--- config.mk ---
export PLATFORM = sky130hd
export DESIGN_NAME = dcnn_out_packer
export DESIGN_NICKNAME = d
export VERILOG_FILES = /design/src/rtl/dcnn_out_packer.sv
export SDC_FILE = /design/constraint.sdc
export NUM_CORES = 1
export LEC_CHECK = 0
export CAP_MARGIN = 20
export CORE_ASPECT_RATIO = 1.2
export CORE_UTILIZATION = 50
export CTS_CLUSTER_DIAMETER = 80
export DETAILED_ROUTE_END_ITERATION = 8
export PLACE_DENSITY = 0.77
export REMOVE_ABC_BUFFERS = 1
export SYNTH_ARGS = -nofsm -noshare
export SYNTH_HDL_FRONTEND = slang
export SYNTH_SLANG_ARGS = --single-unit
--- constraint.sdc ---
create_clock -name clk -period 2.98 [get_ports clk]
set_input_delay 0.596 -clock clk [delete_from_list [all_inputs] [get_ports clk]]
set_output_delay 0.596 -clock clk [all_outputs]
set_load 0.05 [all_outputs]
--- src/rtl/dcnn_out_packer.sv ---
// dcnn_out_packer: collects DW-bit core output words into IODW-bit IO beats.
// Words fill lanes starting at lane 0, which lands in bits [DW-1:0]. A full
// beat goes to a registered output stage at an address that advances by a
// stride per beat. At the end of a layer a partial beat is flushed with a
// lane mask and io_last, and a single done pulse is given.
module dcnn_out_packer #(
    parameter int DW   = 32,
    parameter int IODW = 96,
    parameter int AW   = 32
) (
    input  logic              clk,
    input  logic              rst,
    input  logic              layer_start,
    input  logic              layer_finish,
    input  logic [AW-1:0]     gp_out_addr_base,
    input  logic [AW-1:0]     gp_out_addr_stride,
    input  logic              in_vld,
    output logic              in_rdy,
    input  logic [DW-1:0]     in_data,
    output logic              io_vld,
    input  logic              io_rdy,
    output logic [IODW-1:0]   io_data,
    output logic [AW-1:0]     io_addr,
    output logic [IODW/DW-1:0] io_mask,
    output logic              io_last,
    output logic              done
);
    localparam int L  = IODW / DW;
    localparam int LW = (L > 1) ? $clog2(L) : 1;
    localparam logic [LW-1:0] LANE_LAST = LW'(L - 1);

    localparam logic [1:0] S_IDLE  = 2'd0;
    localparam logic [1:0] S_PACK  = 2'd1;
    localparam logic [1:0] S_FLUSH = 2'd2;
    localparam logic [1:0] S_DONE  = 2'd3;

    logic [1:0]      state_reg;
    logic [LW-1:0]   lane_reg;
    logic [AW-1:0]   next_addr_reg;
    logic [AW-1:0]   stride_reg;
    logic [DW-1:0]   pack_reg [L];
    logic [IODW-1:0] data_reg;
    logic [AW-1:0]   addr_reg;
    logic [L-1:0]    mask_reg;
    logic            last_reg;
    logic            vld_reg;
    logic            done_reg;

    logic [IODW-1:0] full_beat;
    logic [IODW-1:0] flush_beat;
    logic [L-1:0]    flush_mask;
    logic            out_free;
    logic            accept;
    logic            load_full;
    logic            load_flush;

    // The output stage can take a new beat if empty or draining this cycle.
    assign out_free   = !vld_reg || io_rdy;
    // Only the word that completes a beat needs the output stage to be free.
    assign in_rdy     = (state_reg == S_PACK) && ((lane_reg != LANE_LAST) || out_free);
    assign accept     = in_vld && in_rdy;
    assign load_full  = accept && (lane_reg == LANE_LAST);
    assign load_flush = (state_reg == S_FLUSH) && (lane_reg != '0) && out_free;

    // Per-lane beat assembly: the full beat bypasses the last word straight
    // from in_data, and the flush beat zeroes lanes that were never written.
    genvar gi;
    generate
        for (gi = 0; gi < L; gi++) begin : g_lane
            if (gi == L - 1) begin : g_last
                assign full_beat[gi*DW +: DW] = in_data;
            end else begin : g_body
                assign full_beat[gi*DW +: DW] = pack_reg[gi];
            end
            assign flush_mask[gi]          = (lane_reg > LW'(gi));
            assign flush_beat[gi*DW +: DW] = flush_mask[gi] ? pack_reg[gi] : '0;
        end
    endgenerate

    // Control FSM, lane packing and the output register.
    always_ff @(posedge clk) begin
        if (rst) begin
            state_reg     <= S_IDLE;
            lane_reg      <= '0;
            next_addr_reg <= '0;
            stride_reg    <= '0;
            data_reg      <= '0;
            addr_reg      <= '0;
            mask_reg      <= '0;
            last_reg      <= 1'b0;
            vld_reg       <= 1'b0;
            done_reg      <= 1'b0;
            for (int i = 0; i < L; i++) begin
                pack_reg[i] <= '0;
            end
        end else begin
            done_reg <= 1'b0;
            if (vld_reg && io_rdy) begin
                vld_reg <= 1'b0;
            end
            case (state_reg)
                S_IDLE: begin
                    if (layer_start) begin
                        state_reg     <= S_PACK;
                        lane_reg      <= '0;
                        next_addr_reg <= gp_out_addr_base;
                        stride_reg    <= gp_out_addr_stride;
                    end
                end
                S_PACK: begin
                    if (accept) begin
                        pack_reg[lane_reg] <= in_data;
                        lane_reg           <= (lane_reg == LANE_LAST) ? '0 : lane_reg + 1'b1;
                    end
                    if (load_full) begin
                        data_reg      <= full_beat;
                        addr_reg      <= next_addr_reg;
                        mask_reg      <= '1;
                        last_reg      <= 1'b0;
                        vld_reg       <= 1'b1;
                        next_addr_reg <= next_addr_reg + stride_reg;
                    end
                    if (layer_finish) begin
                        state_reg <= S_FLUSH;
                    end
                end
                S_FLUSH: begin
                    if (lane_reg == '0) begin
                        state_reg <= S_DONE;
                    end else if (load_flush) begin
                        data_reg      <= flush_beat;
                        addr_reg      <= next_addr_reg;
                        mask_reg      <= flush_mask;
                        last_reg      <= 1'b1;
                        vld_reg       <= 1'b1;
                        next_addr_reg <= next_addr_reg + stride_reg;
                        lane_reg      <= '0;
                        state_reg     <= S_DONE;
                    end
                end
                S_DONE: begin
                    if (!vld_reg) begin
                        done_reg  <= 1'b1;
                        state_reg <= S_IDLE;
                    end
                end
                default: state_reg <= S_IDLE;
            endcase
        end
    end

    assign io_vld  = vld_reg;
    assign io_data = data_reg;
    assign io_addr = addr_reg;
    assign io_mask = mask_reg;
    assign io_last = last_reg;
    assign done    = done_reg;

endmodule

Word-level counts from Yosys, hierarchy flattened
Memories as Yosys holds them, arrays and structs flattened.
Cells that the tools add are included.
{"block": "classes", "shifts": 0, "eq_ne": 13, "n_lt_le_gt_ge": 3, "mul": 0, "n_reduce_logical": 21, "muxes": 51, "bitwise_logic": 1, "add_sub_neg": 2, "div_mod_pow": 0}
{"operator": "two-way mux 32 bit", "n": 11}
{"operator": "two-way mux 96 bit", "n": 3}
{"operator": "one-hot mux 96 bit (2 select lines)", "n": 1}
{"operator": "one-hot mux 32 bit (3 select lines)", "n": 1}
{"operator": "one-hot mux 32 bit (2 select lines)", "n": 1}
{"operator": "adder 32 bit", "n": 1}
{"operator": "OR reduction 32 bit", "n": 1}
{"operator": "two-way mux 2 bit", "n": 11}
{"operator": "!= test 2 bit, second input constant", "n": 8}
{"operator": "two-way mux 1 bit", "n": 15}
{"operator": "AND reduction 5 bit", "n": 2}
{"operator": "two-way mux 3 bit", "n": 3}
{"operator": "one-hot mux 2 bit (4 select lines)", "n": 1}
{"operator": "AND reduction 4 bit", "n": 2}
{"operator": "equality test 2 bit, second input constant", "n": 3}
{"operator": "logical AND 1 bit", "n": 6}
{"operator": "one-hot mux 2 bit (3 select lines)", "n": 1}
{"operator": "one-hot mux 3 bit (2 select lines)", "n": 1}
{"operator": "> comparator 2 x 1 -> 1 bit, second input constant", "n": 2}
{"operator": "zero test 2 bit", "n": 2}
{"operator": "one-hot mux 1 bit (2 select lines)", "n": 2}
{"operator": "nonzero test 2 bit", "n": 2}
{"operator": "!= test 3 x 2 -> 1 bit, second input constant", "n": 1}
{"operator": "nonzero test 3 bit", "n": 1}
{"operator": "8 further kinds", "n": 9}
{"block": "totals", "word_cells": 102, "mem_count": 1, "romBits": 0, "regBits": 202, "mem_bits_rw": 96, "input_bits": 102, "latchBits": 0}
{"name": "pack_reg", "words": 3, "word_bits": 32, "rd": 3, "rd_clocked_by_memory_dff": 0, "write_ports": 3, "line_no": "41", "source": "logic [DW-1:0] pack_reg [L];"}

Depth between registers and ports, before layout
{"block": "logic_depth", "depth_word": 11, "mapped_depth": 11}

Least setup slack after synthesis
Ideal clock, no wire load.
{"block": "synth_timing", "path_type": "register to register", "start": "reg next_addr_reg[0]", "end": "reg next_addr_reg[18]", "slack_ns": 0.346, "t_arrival_ns": 2.548, "path_buffers": 0, "period_less_slack_ns": 2.634, "setup_time_ns": 0.086, "stages_incl_launch_ff": 12, "path_cell_list": "dfxtp_1 -> ha_1 -> fa_1 -> a21o_1 -> a21oi_1 -> o21a_1 -> nor3b_1 -> or3_1 -> a31oi_1 -> xnor2_1 -> mux2i_1 -> a211oi_1"}
{"block": "synth_via", "elab_chain_cells": 4}
{"element": "start: declaration", "line_no": "39", "source": "logic [AW-1:0] next_addr_reg;"}
{"element": "start signal: assignment", "line_no": "106", "source": "next_addr_reg <= gp_out_addr_base;"}
{"element": "start signal: assignment", "line_no": "121", "source": "next_addr_reg <= next_addr_reg + stride_reg;"}
{"element": "start signal: assignment", "line_no": "136", "source": "next_addr_reg <= next_addr_reg + stride_reg;"}
{"element": "adder 32 bit (*)", "line_no": "121, 136"}
{"element": "two-way mux 32 bit", "line_no": "130", "source": "end else if (load_flush) begin"}
{"element": "two-way mux 32 bit", "line_no": "128", "source": "if (lane_reg == '0) begin"}
{"element": "one-hot mux 32 bit (3 select lines) (*)", "line_no": "101", "source": "case (state_reg)"}
Every way passes the cells marked *; elsewhere a longest branch is shown, timed or not. The select of a mux whose other input is x is not followed.
A chain may end at the register's enable or synchronous reset.

Worst setup path after layout
{"block": "layout_timing", "start": "reg next_addr_reg[1]", "end": "reg next_addr_reg[29]"}
Same word-level chain as after synthesis.

==> key figures <==
Status
  • Status: finished clean

Logic synthesis
  • Register area share after synthesis: between 50% and 60%
  • Post-synthesis register bit count: between 200 and 300
  • Post-synth EDFFs: between 90 and 100
  • Post-Syn Area: between 0.01 and 0.015 mm2
  • Netlist cell types: 59
  • Ys Warns: 0
  • Ys async rst share: 0%
  • Ys flop type: dfxtp_1
  • Syn_area_per_cell: between 9 and 10 um2
  • Cells after Synth: around 1,400

Timing
  • Slew headroom: about two fifths
  • Final Cycle Share: between 90% and 100%
  • Final setup fails: 0
  • Fin crit period: 2.887 ns
  • RSZ-0062 raised after global routing: yes
  • Setup_tns: 0 ns
  • Final setup skew: 0.01231 ns
  • Worst Max-Slew Pin Slew: 0.9177 ns
  • Max-slew violation count: 0
  • Min Hold Slack: 0.4198 ns
  • Final hold viol count: 0
  • Worst Slack Setup Final: 0.09337 ns
  • Max Freq: approximately 0.35 GHz

Power and ir drop
  • Leakage: 6.114 nW
  • Power per cell area: between 800 and 900 mW/mm2
  • Maximum vdd drop: 0.5969 mV

Cells and area
  • Most common cell after layout, fill and taps aside: clkdlybuf4s50_1
  • Fillers: around 2,000
  • Most frequent cells in the layout: 234 x clkdlybuf4s50_1, 228 x nand2_1, 201 x dfxtp_1
  • Ant diodes: 0
  • Final non-filler cell area: between 0.015 and 0.02 mm2
  • Final net count: 1,708
  • Final Core Density: roughly two thirds
  • Area growth, synth to finish: 30.19%
  • Layout cells sized above 1: 6.792%

Routing
  • Number of routed nets with antenna violations: 0
  • Vias: about 11,000
  • Post-Route WL: 34,750 um
  • # DRC: 0
  • WL per Instance: between 15 and 20 um
  • Iteration count of the initial detailed-routing pass: 5
  • DRT iter0 DRCs: 754
  • Post-DR vias/cell: ~5.6

Clock network
  • CTS tree: done
  • Clock buffer depth: 3
  • Htree depth: 1
  • Clock Tree Root: clkbuf_16
  • Clk_lat worst skew: 0.54 ns
  • CTS sink count: approximately 300
  • Clock slew at reported path FFs: roughly 0.07 ns
  • CTS Buf Count: 29
  • Hold Buf Count CTS: 0

Placement
  • Area after DPL: 0.01563 mm2
  • Dpl hpwl: between 20,000 and 25,000 um
  • Port-buffer cells: 236
  • Pre-CTS WS: between 0.008 and 0.009 ns
  • GPL Wtd Cong: ~0.91

Flow run
  • Max cap viols: 0

Setup path
  • Worst path buffer plus inverter count: 0
  • Crit start category: register
  • Family with the most delay on the worst path: compound AO/OA/AOI/OAI gates
  • Reg2reg start: next_addr_reg[1]$_SDFFE_PP0P_
  • CP arrival: around 3.3 ns
  • Crit. End Element: register
  • Max FO, Critical Path: 4
  • Critical Path Max Stage Delay: 0.52 ns
  • Crit-path slowest cell: or4b_1
  • CP Class: register to register
  • Crit-path cells: ha_1 -> a211oi_2 -> nor4_1 -> nor3_2 -> o21ai_2 -> o211a_1 -> or4b_1 -> a311oi_1 -> o21ai_1 -> a311oi_2
  • Critical Path Source: next_addr_reg[1]$_SDFFE_PP0P_
  • CP Data Required Time: around 3.4 ns

Floorplan
  • I/O pins: approximately 240
  • Row cnt: 63
  • Core area: between 0.02 and 0.025 mm2
  • Die X: 147.7 um
  • Initial Utilization: 51.29%
  • Chip Height: approximately 180 um
  • Die area: about 0.026 mm2

Hold path
  • Min-Delay Path Class: input port to register
  • Worst hold start: rst

Global routing
  • Largest net degree at the start of global routing: 88
  • Vias in the first global route: approximately 10,000
  • First-pass GRT wire length: roughly 54,000 um
  • Antenna violations before repair: 0
  • GR Util All Layers: a little over a quarter
  • GR Overflow Total: 0
path summary, 6_finish.rpt:
kind | to | slack [ns] | depth (start not counted)
worst max-delay path | next_addr_reg[29]$_SDFFE_PP0P_ | 0.09 | 10
worst min-delay path | state_reg[1]$_SDFFE_PP0P_ | 0.42 | 2
worst max register to register | next_addr_reg[29]$_SDFFE_PP0P_ | 0.09 | 10
worst min register to register | io_data[6]$_SDFFE_PP0P_ | 0.45 | 2
power by group:
part / internal, mW / leakage, nW / switching, mW
registers: 4.83 / 2.64 / 0.407
clock network: 2.03 / 0.451 / 1.55
logic: 1.94 / 3.02 / 3.45
total: 8.80 / 6.11 / 5.41
Yosys cell counts (6+ instances only):
cell type	instances	area, um2
xor2_1	9	78.83
a22oi_1	32	240.2
a221oi_1	32	280.3
o21ai_0	28	140.1
clkbuf_1	87	326.6
xnor2_1	12	105.1
a21oi_1	151	755.7
nor2b_1	6	37.54
a211oi_1	31	232.7
nand3_1	10	50.05
mux2i_1	16	160.2
dfxtp_1	202	4044
o21a_1	6	45.04
and2_1	99	619.3
nand2_1	228	855.8
a21o_1	14	105.1
nor3_1	42	210.2
nor2_1	131	491.7
inv_1	10	37.54
edfxtp_1	96	2883
nand2b_1	7	43.79
ha_1	37	462.9
stage by stage:
stage / total power, mW / std cells
2_1_floorplan: 8.773 / 1265
3_3_place_gp: 10.53 / 1862
3_5_place_dp: 10.64 / 1862
4_1_cts: 14.23 / 1915
5_1_grt: 14.94 / 1915
6_report: 14.21 / 1915
layout make-up:
type	instances	area, um2	share of cell area (%)
flip-flops and latches	298	6928	41.78
multi-input cells	956	5538	33.40
repair buffers	272	2744	16.55
clock buffers	37	785.8	4.739
well taps	325	406.6	2.452
clock inverters	16	137.6	0.8301
inverters	11	41.29	0.2490
cell families (layout without fill, tap and decap cells):
logic type      after synthesis  count (layout)  synth area share (%)
simple gates                553             553                 19.84
buf+inv                     100             336                 2.957
xor+xnor                     21              21                 1.444
flops                       298             298                 54.39
mux                          16              16                 1.257
compound gates              328             328                 16.32
fa+ha+maj                    38              38                 3.792
worst register-to-register path: cells and delay by family, from the launching register on:
family,cells,cell delay [ns]
fa+ha+maj,1,0.33
simple gates,3,0.85
compound gates,6,1.26
flops,1,0.35
per-layer routing:
metal  GRT usage, %  routed length (um)
met4          8.204                 801
met2          44.32               16940
met3          6.546                3271
met5              0                   0
met1          32.55               13740
what timing repair did:
item / CTS / global route
resized for setup: 0 / 10
buffers inserted: 0 / 0
endpoints found under the setup margin: 0 / 7
Power figures use the tool's default switching activity.
